==> src/rtl/vending_machine_n_if.sv <==
// vending_machine_n_if: coin/keypad front end, dispense and change-hopper signals of vending_machine_n.
interface vending_machine_n_if #(
  parameter int SEL_W = 2,
  parameter int PRICE_W = 8
);
  logic coin_valid, coin_reject, sel_valid, cancel, restock_valid, change_ready;
  logic sold_out, vend_valid, change_valid, busy;
  logic [1:0] coin_code, change_code;
  logic [SEL_W-1:0] sel_idx, restock_idx, vend_idx, audit_idx;
  logic [PRICE_W-1:0] balance;
  logic [15:0] audit_count;
  modport master (
    output coin_valid, coin_code, sel_valid, sel_idx, cancel, restock_valid, restock_idx,
           change_ready, audit_idx,
    input  coin_reject, sold_out, vend_valid, vend_idx, change_valid, change_code, balance,
           busy, audit_count
  );
  modport slave (
    input  coin_valid, coin_code, sel_valid, sel_idx, cancel, restock_valid, restock_idx,
           change_ready, audit_idx,
    output coin_reject, sold_out, vend_valid, vend_idx, change_valid, change_code, balance,
           busy, audit_count
  );
endinterface

==> src/rtl/vending_machine_n.sv <==
// vending_machine_n: N-item vending controller with credit cap, stock and greedy coin-by-coin change.
// Define VM_AUDIT_EN to build per-item 16-bit sales counters readable through audit_idx/audit_count.
module vending_machine_n #(
  parameter int NUM_ITEMS = 4,
  parameter int PRICE_W = 8,
  parameter logic [NUM_ITEMS*PRICE_W-1:0] PRICES = {8'd75, 8'd50, 8'd35, 8'd20},
  parameter int MAX_CREDIT = 100,
  parameter int STOCK_W = 4,
  parameter int INIT_STOCK = 5
) (
  input logic clk,
  input logic rst,
  vending_machine_n_if.slave bus
);
  localparam int SEL_W = NUM_ITEMS > 1 ? $clog2(NUM_ITEMS) : 1;
  typedef enum logic [1:0] {IDLE, VEND, CHANGE} state_t;
  state_t state;
  logic [STOCK_W-1:0] stock [NUM_ITEMS];
  logic pend_v, coin_ok, sel_ok, sel_hit, tgt_v, do_vend;
  logic [SEL_W-1:0] pend_idx, tgt_idx;
  logic [PRICE_W:0] sum;
  logic [PRICE_W-1:0] credit, remain, paid;
  logic [NUM_ITEMS-1:0] vd, rs;
  function automatic logic [PRICE_W-1:0] price(input logic [SEL_W-1:0] i);
    return PRICES[32'(i)*PRICE_W +: PRICE_W];
  endfunction
  function automatic logic [PRICE_W-1:0] coin_val(input logic [1:0] c);
    return PRICE_W'(c == 2'd3 ? 25 : c == 2'd2 ? 10 : c == 2'd1 ? 5 : 1);
  endfunction
  function automatic logic [1:0] greedy(input logic [PRICE_W-1:0] b);
    return 32'(b) >= 25 ? 2'd3 : 32'(b) >= 10 ? 2'd2 : 32'(b) >= 5 ? 2'd1 : 2'd0;
  endfunction
  // Cap check is done one bit wider so the credit can never wrap.
  always_comb begin
    sum = {1'b0, bus.balance} + {1'b0, coin_val(bus.coin_code)};
    coin_ok = state == IDLE && !bus.cancel && bus.coin_valid && sum <= (PRICE_W+1)'(MAX_CREDIT);
    credit = coin_ok ? sum[PRICE_W-1:0] : bus.balance;
    sel_ok = state == IDLE && !bus.cancel && bus.sel_valid && 32'(bus.sel_idx) < NUM_ITEMS;
    sel_hit = sel_ok && stock[bus.sel_idx] != '0;
    tgt_v = sel_hit || pend_v;
    tgt_idx = sel_hit ? bus.sel_idx : pend_idx;
    do_vend = state == VEND;
    remain = bus.balance - price(pend_idx);
    paid = bus.balance - coin_val(bus.change_code);
    vd = '0;
    rs = '0;
    for (int i = 0; i < NUM_ITEMS; i++) begin
      vd[i] = do_vend && pend_idx == SEL_W'(i);
      rs[i] = bus.restock_valid && bus.restock_idx == SEL_W'(i);
    end
  end
  always_ff @(posedge clk or posedge rst)
    if (rst) begin
      state <= IDLE;
      pend_v <= 1'b0;
      pend_idx <= '0;
      bus.coin_reject <= 1'b0;
      bus.sold_out <= 1'b0;
      bus.vend_valid <= 1'b0;
      bus.vend_idx <= '0;
      bus.change_valid <= 1'b0;
      bus.change_code <= 2'd0;
      bus.balance <= '0;
      bus.busy <= 1'b0;
      for (int i = 0; i < NUM_ITEMS; i++) stock[i] <= STOCK_W'(INIT_STOCK);
    end else begin
      bus.coin_reject <= bus.coin_valid && !coin_ok;
      bus.sold_out <= sel_ok && !sel_hit;
      bus.vend_valid <= do_vend;
      // Same-item vend and restock cancel out; restock alone saturates.
      for (int i = 0; i < NUM_ITEMS; i++)
        if (vd[i] != rs[i])
          stock[i] <= vd[i] ? stock[i] - STOCK_W'(1) : stock[i] == '1 ? stock[i] : stock[i] + STOCK_W'(1);
      case (state)
        IDLE: begin
          bus.balance <= credit;
          pend_v <= !bus.cancel && tgt_v;
          pend_idx <= tgt_idx;
          if (bus.cancel) begin
            state <= bus.balance != '0 ? CHANGE : IDLE;
            bus.busy <= bus.balance != '0;
          end else if (tgt_v && credit >= price(tgt_idx)) begin
            state <= VEND;
            bus.busy <= 1'b1;
          end
        end
        VEND: begin
          bus.vend_idx <= pend_idx;
          bus.balance <= remain;
          pend_v <= 1'b0;
          state <= remain != '0 ? CHANGE : IDLE;
          bus.busy <= remain != '0;
        end
        CHANGE:
          if (!bus.change_valid) begin
            bus.change_valid <= 1'b1;
            bus.change_code <= greedy(bus.balance);
          end else if (bus.change_ready) begin
            bus.balance <= paid;
            bus.change_valid <= paid != '0;
            bus.change_code <= greedy(paid);
            if (paid == '0) begin
              state <= IDLE;
              bus.busy <= 1'b0;
            end
          end
        default: begin
          state <= IDLE;
          bus.busy <= 1'b0;
        end
      endcase
    end
`ifdef VM_AUDIT_EN
  logic [15:0] sales [NUM_ITEMS];
  always_ff @(posedge clk or posedge rst)
    if (rst) begin
      for (int i = 0; i < NUM_ITEMS; i++) sales[i] <= '0;
      bus.audit_count <= '0;
    end else begin
      for (int i = 0; i < NUM_ITEMS; i++)
        if (vd[i] && sales[i] != '1) sales[i] <= sales[i] + 16'd1;
      bus.audit_count <= sales[bus.audit_idx];
    end
`else
  logic unused_audit;
  assign unused_audit = ^bus.audit_idx;
  assign bus.audit_count = '0;
`endif
endmodule

==> src/flat_wrapper.sv <==
// flat-port wrapper written by rule: the top's interface ports become plain ports
module vending_machine_n_flat 
#(
  parameter int NUM_ITEMS = 4,
  parameter int PRICE_W = 8,
  parameter logic [NUM_ITEMS*PRICE_W-1:0] PRICES = {8'd75, 8'd50, 8'd35, 8'd20},
  parameter int MAX_CREDIT = 100,
  parameter int STOCK_W = 4,
  parameter int INIT_STOCK = 5
)
  (clk, rst, bus_coin_valid, bus_coin_code, bus_sel_valid, bus_sel_idx, bus_cancel, bus_restock_valid, bus_restock_idx, bus_change_ready, bus_audit_idx, bus_coin_reject, bus_sold_out, bus_vend_valid, bus_vend_idx, bus_change_valid, bus_change_code, bus_balance, bus_busy, bus_audit_count);
  vending_machine_n_if #(.SEL_W(2), .PRICE_W(PRICE_W)) bus_i ();
  input logic clk;
  input logic rst;
  input wire logic [$bits(bus_i.coin_valid)-1:0] bus_coin_valid;
  input wire logic [$bits(bus_i.coin_code)-1:0] bus_coin_code;
  input wire logic [$bits(bus_i.sel_valid)-1:0] bus_sel_valid;
  input wire logic [$bits(bus_i.sel_idx)-1:0] bus_sel_idx;
  input wire logic [$bits(bus_i.cancel)-1:0] bus_cancel;
  input wire logic [$bits(bus_i.restock_valid)-1:0] bus_restock_valid;
  input wire logic [$bits(bus_i.restock_idx)-1:0] bus_restock_idx;
  input wire logic [$bits(bus_i.change_ready)-1:0] bus_change_ready;
  input wire logic [$bits(bus_i.audit_idx)-1:0] bus_audit_idx;
  output wire logic [$bits(bus_i.coin_reject)-1:0] bus_coin_reject;
  output wire logic [$bits(bus_i.sold_out)-1:0] bus_sold_out;
  output wire logic [$bits(bus_i.vend_valid)-1:0] bus_vend_valid;
  output wire logic [$bits(bus_i.vend_idx)-1:0] bus_vend_idx;
  output wire logic [$bits(bus_i.change_valid)-1:0] bus_change_valid;
  output wire logic [$bits(bus_i.change_code)-1:0] bus_change_code;
  output wire logic [$bits(bus_i.balance)-1:0] bus_balance;
  output wire logic [$bits(bus_i.busy)-1:0] bus_busy;
  output wire logic [$bits(bus_i.audit_count)-1:0] bus_audit_count;
  assign bus_i.coin_valid = bus_coin_valid;
  assign bus_i.coin_code = bus_coin_code;
  assign bus_i.sel_valid = bus_sel_valid;
  assign bus_i.sel_idx = bus_sel_idx;
  assign bus_i.cancel = bus_cancel;
  assign bus_i.restock_valid = bus_restock_valid;
  assign bus_i.restock_idx = bus_restock_idx;
  assign bus_i.change_ready = bus_change_ready;
  assign bus_i.audit_idx = bus_audit_idx;
  assign bus_coin_reject = bus_i.coin_reject;
  assign bus_sold_out = bus_i.sold_out;
  assign bus_vend_valid = bus_i.vend_valid;
  assign bus_vend_idx = bus_i.vend_idx;
  assign bus_change_valid = bus_i.change_valid;
  assign bus_change_code = bus_i.change_code;
  assign bus_balance = bus_i.balance;
  assign bus_busy = bus_i.busy;
  assign bus_audit_count = bus_i.audit_count;
  vending_machine_n #(.NUM_ITEMS(NUM_ITEMS), .PRICE_W(PRICE_W), .PRICES(PRICES), .MAX_CREDIT(MAX_CREDIT), .STOCK_W(STOCK_W), .INIT_STOCK(INIT_STOCK)) u_core (.clk(clk), .rst(rst), .bus(bus_i));
endmodule
==> config.mk <==
export PLATFORM = sky130hd
export DESIGN_NAME = vending_machine_n_flat
export DESIGN_NICKNAME = d
export VERILOG_FILES = /design/src/rtl/vending_machine_n_if.sv /design/src/rtl/vending_machine_n.sv /design/src/flat_wrapper.sv
export SDC_FILE = /design/constraint.sdc
export NUM_CORES = 1
export LEC_CHECK = 0
export ABC_CLOCK_PERIOD_IN_PS = 4900
export CAP_MARGIN = 40
export CORE_MARGIN = 2
export CORE_UTILIZATION = 40
export CTS_CLUSTER_SIZE = 16
export DETAILED_ROUTE_END_ITERATION = 16
export HOLD_SLACK_MARGIN = 0.05
export PLACE_DENSITY = 0.69
export SLEW_MARGIN = 25
export SYNTH_ARGS = -nofsm -noshare
export SYNTH_HDL_FRONTEND = slang
export SYNTH_SLANG_ARGS = --single-unit
==> constraint.sdc <==
create_clock -name clk -period 4.9 [get_ports clk]
set_input_delay 0.98 -clock clk [delete_from_list [all_inputs] [get_ports clk]]
set_output_delay 0.98 -clock clk [all_outputs]
set_load 0.02 [all_outputs]
==> run summary <==
In this run the tool buffered the top-level ports with 29 buffer cells. The wire length on met1 was 4390 um. The share of final-layout standard cells stronger than drive strength 1 came out at 0.158. In this run the core area contains 35 standard-cell rows. After detailed routing, the met3 layer carries 479 um of wire. TritonCTS built the clock tree. For this run, the detailed router's first-pass iteration total came to 4.

Kind of critical path: in2reg. The tools report the launching element of the worst setup path as bus_sel_idx[0]. The share of the clock period used by the worst path came out at 0.928.

Summing over every cut layer, the via total after detailed routing is 3421. On the final layout, the worst clock skew is 3.79 ps. The layout overhead on the synthesized area was 23.0%; the total number of nets in the final design was 577.

After technology mapping, the gate count stands at 449. The average cell area after synthesis came out at 8.48 sq um. Cell type with the highest aggregate area in the netlist: sky130_fd_sc_hd__dfrtp_1. Setup repair after global routing left no endpoint under its margin. The slew of the pin with the lowest slew margin was 663 ps.

The number of max-cap violations is 0, and the clock-pin slew reported for the worst setup and hold paths after clock tree synthesis is 90 ps. The die is 102 um tall. Achievable frequency: 220 MHz. The cell area that synthesis handed to floorplanning was 0.00381 sq mm.

The worst hold path begins at u_core.stock[11]. The worst setup path is captured at a register. The run gives 0.252 as the sequential-to-total area share from yosys stat. During I/O placement, the number of pins put on the boundary was 48. The adder-cell share of the synthesized area works out to 0.175.

The placeable core area came out at 0.00924 sq mm. The root buffer cell chosen for the clock tree is sky130_fd_sc_hd__clkbuf_8. In this run the worst path has a maximum fanout of 3.

The type of element launching the critical path is an input port. The tools report the critical path required time as 5090 ps. The portion of synthesized cell area occupied by the leading cell type is 0.197, and the maximum count of clock buffers along a single path is 2.

The multiplexer share of the synthesized area was 0.0289; the post-synthesis async set-or-reset flop share was 1.00. The logs give 0.0103 sq mm for the full die area and 5 for the total clock buffers created by CTS. The logs give 61 for the count of different cell masters after synthesis and 9630 um for the total wire length. For the global route total overflow, the log shows 0. The run finished with clean final reports. The run gives 894 as the number of filler instances in the final layout. Setup violations remaining at the end of the flow were counted as 0. The xor and xnor area share after synthesis is 0.0782, and the clock latency on the worst-skew pair is 300 ps. The repair_antennas step left the layout with diodes totalling 0. The simple-gate share of the synthesized area came out at 0.177. The tightest hold path in the finished design has a slack of 503 ps. The half-perimeter wire length after placement is 7210 um, and the wire length of the first global-routing pass is 15800 um. The logs give 0 for the max-slew violation count and 4590 um for the met2 wirelength from detailed routing. The starting DRC count in detailed routing was 132. The maximum number of pins on one net before global-route repair is 39. The routed length per instance works out to 15.0 um. In this run the worst hold path is classified as reg2reg. The synthesized flop and latch total is 38, and the via count normalized by instance count is 5.32.

The worst slew margin relative to its limit was 0.558. For this run, the number of Yosys warnings is 0. The post-synthesis compound-gate area fraction came out at 0.202. For this run, the leading register cell type out of synthesis is sky130_fd_sc_hd__dfrtp_1. In this run the remaining antenna-violating nets after routing total 0. The effective utilization at floorplan was 0.412; the initial antenna violation count was 0. Via count of the first global-routing pass: 3336.

The setup slack on the worst flop-to-flop path was 800 ps. The number of hold buffers added after CTS was 0. The depth of the CTS H-tree was 2. The run gives 0 as the number of remaining DRC errors.

The final critical path time including I/O delays and setup works out to 4550 ps. The horizontal die dimension is 102 um, and the clock sink count is 38. Yosys attributes the largest share of cell area to sky130_fd_sc_hd__dfrtp_1, sky130_fd_sc_hd__ha_1, sky130_fd_sc_hd__dfstp_2, sky130_fd_sc_hd__xnor2_1, sky130_fd_sc_hd__inv_1.

The startpoint identified for the worst register-to-register timing path is u_core.bus.balance[0]. Routability-driven placement finished with a final weighted congestion of 0.972. Highest routed metal layer: met4. For the global-route usage over all layers, the log shows 0.191.

Number of hold-slack violations in the final timing report: 0. Yosys mapped a number of flops with a built-in enable equal to 0. By area, the combinational part of the netlist is dominated by compound AO/OA/AOI/OAI gates. Data arrives at the worst endpoint at 4730 ps.
stage by stage:
step / setup slack, ps / cell area [sq um] / std cells / util / setup TNS (ps)
finish: 353 / 4680 / 643 / 0.507 / 0
global route: 120 / 4680 / 643 / 0.507 / 0
CTS: 18.1 / 4570 / 639 / 0.494 / 0
detailed placement: -374 / 4400 / 630 / 0.476 / -983
global placement: -293 / 4400 / 630 / 0.476 / -736
floorplan: 215 / 3860 / 464 / - / 0
layer usage:
| metal | global-route usage | up-vias |
|---|---|---|
| li1 | - | 1696 |
| met1 | 0.251 | 1610 |
| met2 | 0.324 | 97 |
| met3 | 0.0311 | 18 |
| met4 | 0.0509 | 0 |
| met5 | 0 | - |
registers in the layout, summed over array words and instances, names as in the netlist:
register,flops
u_core.stock,16
u_core.bus.busy,1
u_core.state,2
u_core.bus.change_valid,1
u_core.bus.coin_reject,1
u_core.bus.vend_valid,1
u_core.pend_idx,2
u_core.bus.vend_idx,2
u_core.pend_v,1
u_core.bus.change_code,2
u_core.bus.balance,8
u_core.bus.sold_out,1
critical path, cell delays in order:
cell and delay (ps):
sky130_fd_sc_hd__clkdlybuf4s50_1 490, sky130_fd_sc_hd__or4b_2 580, sky130_fd_sc_hd__o21ai_0 300, sky130_fd_sc_hd__o32ai_1 170, sky130_fd_sc_hd__nand3_1 140, sky130_fd_sc_hd__mux2_2 370, sky130_fd_sc_hd__inv_1 60, sky130_fd_sc_hd__ha_1 180
sky130_fd_sc_hd__inv_1 50, sky130_fd_sc_hd__ha_1 270, sky130_fd_sc_hd__o21a_1 140, sky130_fd_sc_hd__a21oi_2 50, sky130_fd_sc_hd__o21ai_1 110, sky130_fd_sc_hd__a21oi_1 60, sky130_fd_sc_hd__buf_4 170, sky130_fd_sc_hd__a311oi_4 280
sky130_fd_sc_hd__mux2_1 350
cell usage in the layout, fill, tap and decap left out, drive strengths merged, types with 8 or more instances in the layout:
cell type,count
xor2,12
nor4,8
nand2,33
mux2,8
ha,42
buf,38
dfrtp,30
dfstp,8
xnor2,22
conb,16
clkdlybuf4s50,27
inv,44
nand3,11
nor2,35
o21ai,28
nand2b,12
a21oi,29
kinds of logic after synthesis:
group	after synthesis
buf+inv	69
simple gates	135
flops	38
other cells	1
xor+xnor	34
mux	10
compound gates	113
fa+ha+maj	49
synth_stat cells (7+ instances only):
| cell | n |
|---|---|
| sky130_fd_sc_hd__nand3_1 | 11 |
| sky130_fd_sc_hd__fa_1 | 7 |
| sky130_fd_sc_hd__xnor2_1 | 22 |
| sky130_fd_sc_hd__buf_4 | 17 |
| sky130_fd_sc_hd__a21o_1 | 7 |
| sky130_fd_sc_hd__xor2_1 | 12 |
| sky130_fd_sc_hd__nor4_1 | 8 |
| sky130_fd_sc_hd__nor2b_1 | 7 |
| sky130_fd_sc_hd__nand2_1 | 33 |
| sky130_fd_sc_hd__dfrtp_1 | 30 |
| sky130_fd_sc_hd__a21oi_1 | 29 |
| sky130_fd_sc_hd__inv_1 | 44 |
| sky130_fd_sc_hd__ha_1 | 42 |
| sky130_fd_sc_hd__nor2_1 | 35 |
| sky130_fd_sc_hd__nand2b_1 | 12 |
| sky130_fd_sc_hd__o21ai_1 | 7 |
| sky130_fd_sc_hd__dfstp_2 | 8 |
| sky130_fd_sc_hd__o21ai_0 | 21 |
worst paths after layout:
kind / to / cells past startpoint
hold / removal: u_core.stock[11] / 1
max in group asynchronous: u_core.stock[2] / 3
setup / recovery: u_core.state[1] / 17
setup reg to reg: u_core.state[1] / 20
hold reg to reg: u_core.stock[11] / 1
min in group asynchronous: u_core.bus.busy / 3
final cells by class:
type	count	area (sq um)	area share
Multi-Input combinational cell	357	2680	0.572
Inverter	44	165	0.0353
Clock buffer	5	68.8	0.0147
Tap cell	129	161	0.0345
Timing Repair Buffer	67	581	0.124
Sequential cell	38	961	0.205
Clock inverter	3	68.8	0.0147
repair_timing:
| action | in CTS | in global routing |
|---|---|---|
| resized for setup | 6 | 21 |
| setup buffers | 1 | 4 |
| cloned | 0 | 0 |
| pin swaps | 3 | 8 |
| endpoints found under the setup margin | 2 | 3 |
| endpoints found under the hold margin | 0 | 0 |
Power is left out: the tool's default activity adds up to more than one toggle a clock period on the data nets, which glitch-free logic cannot reach.
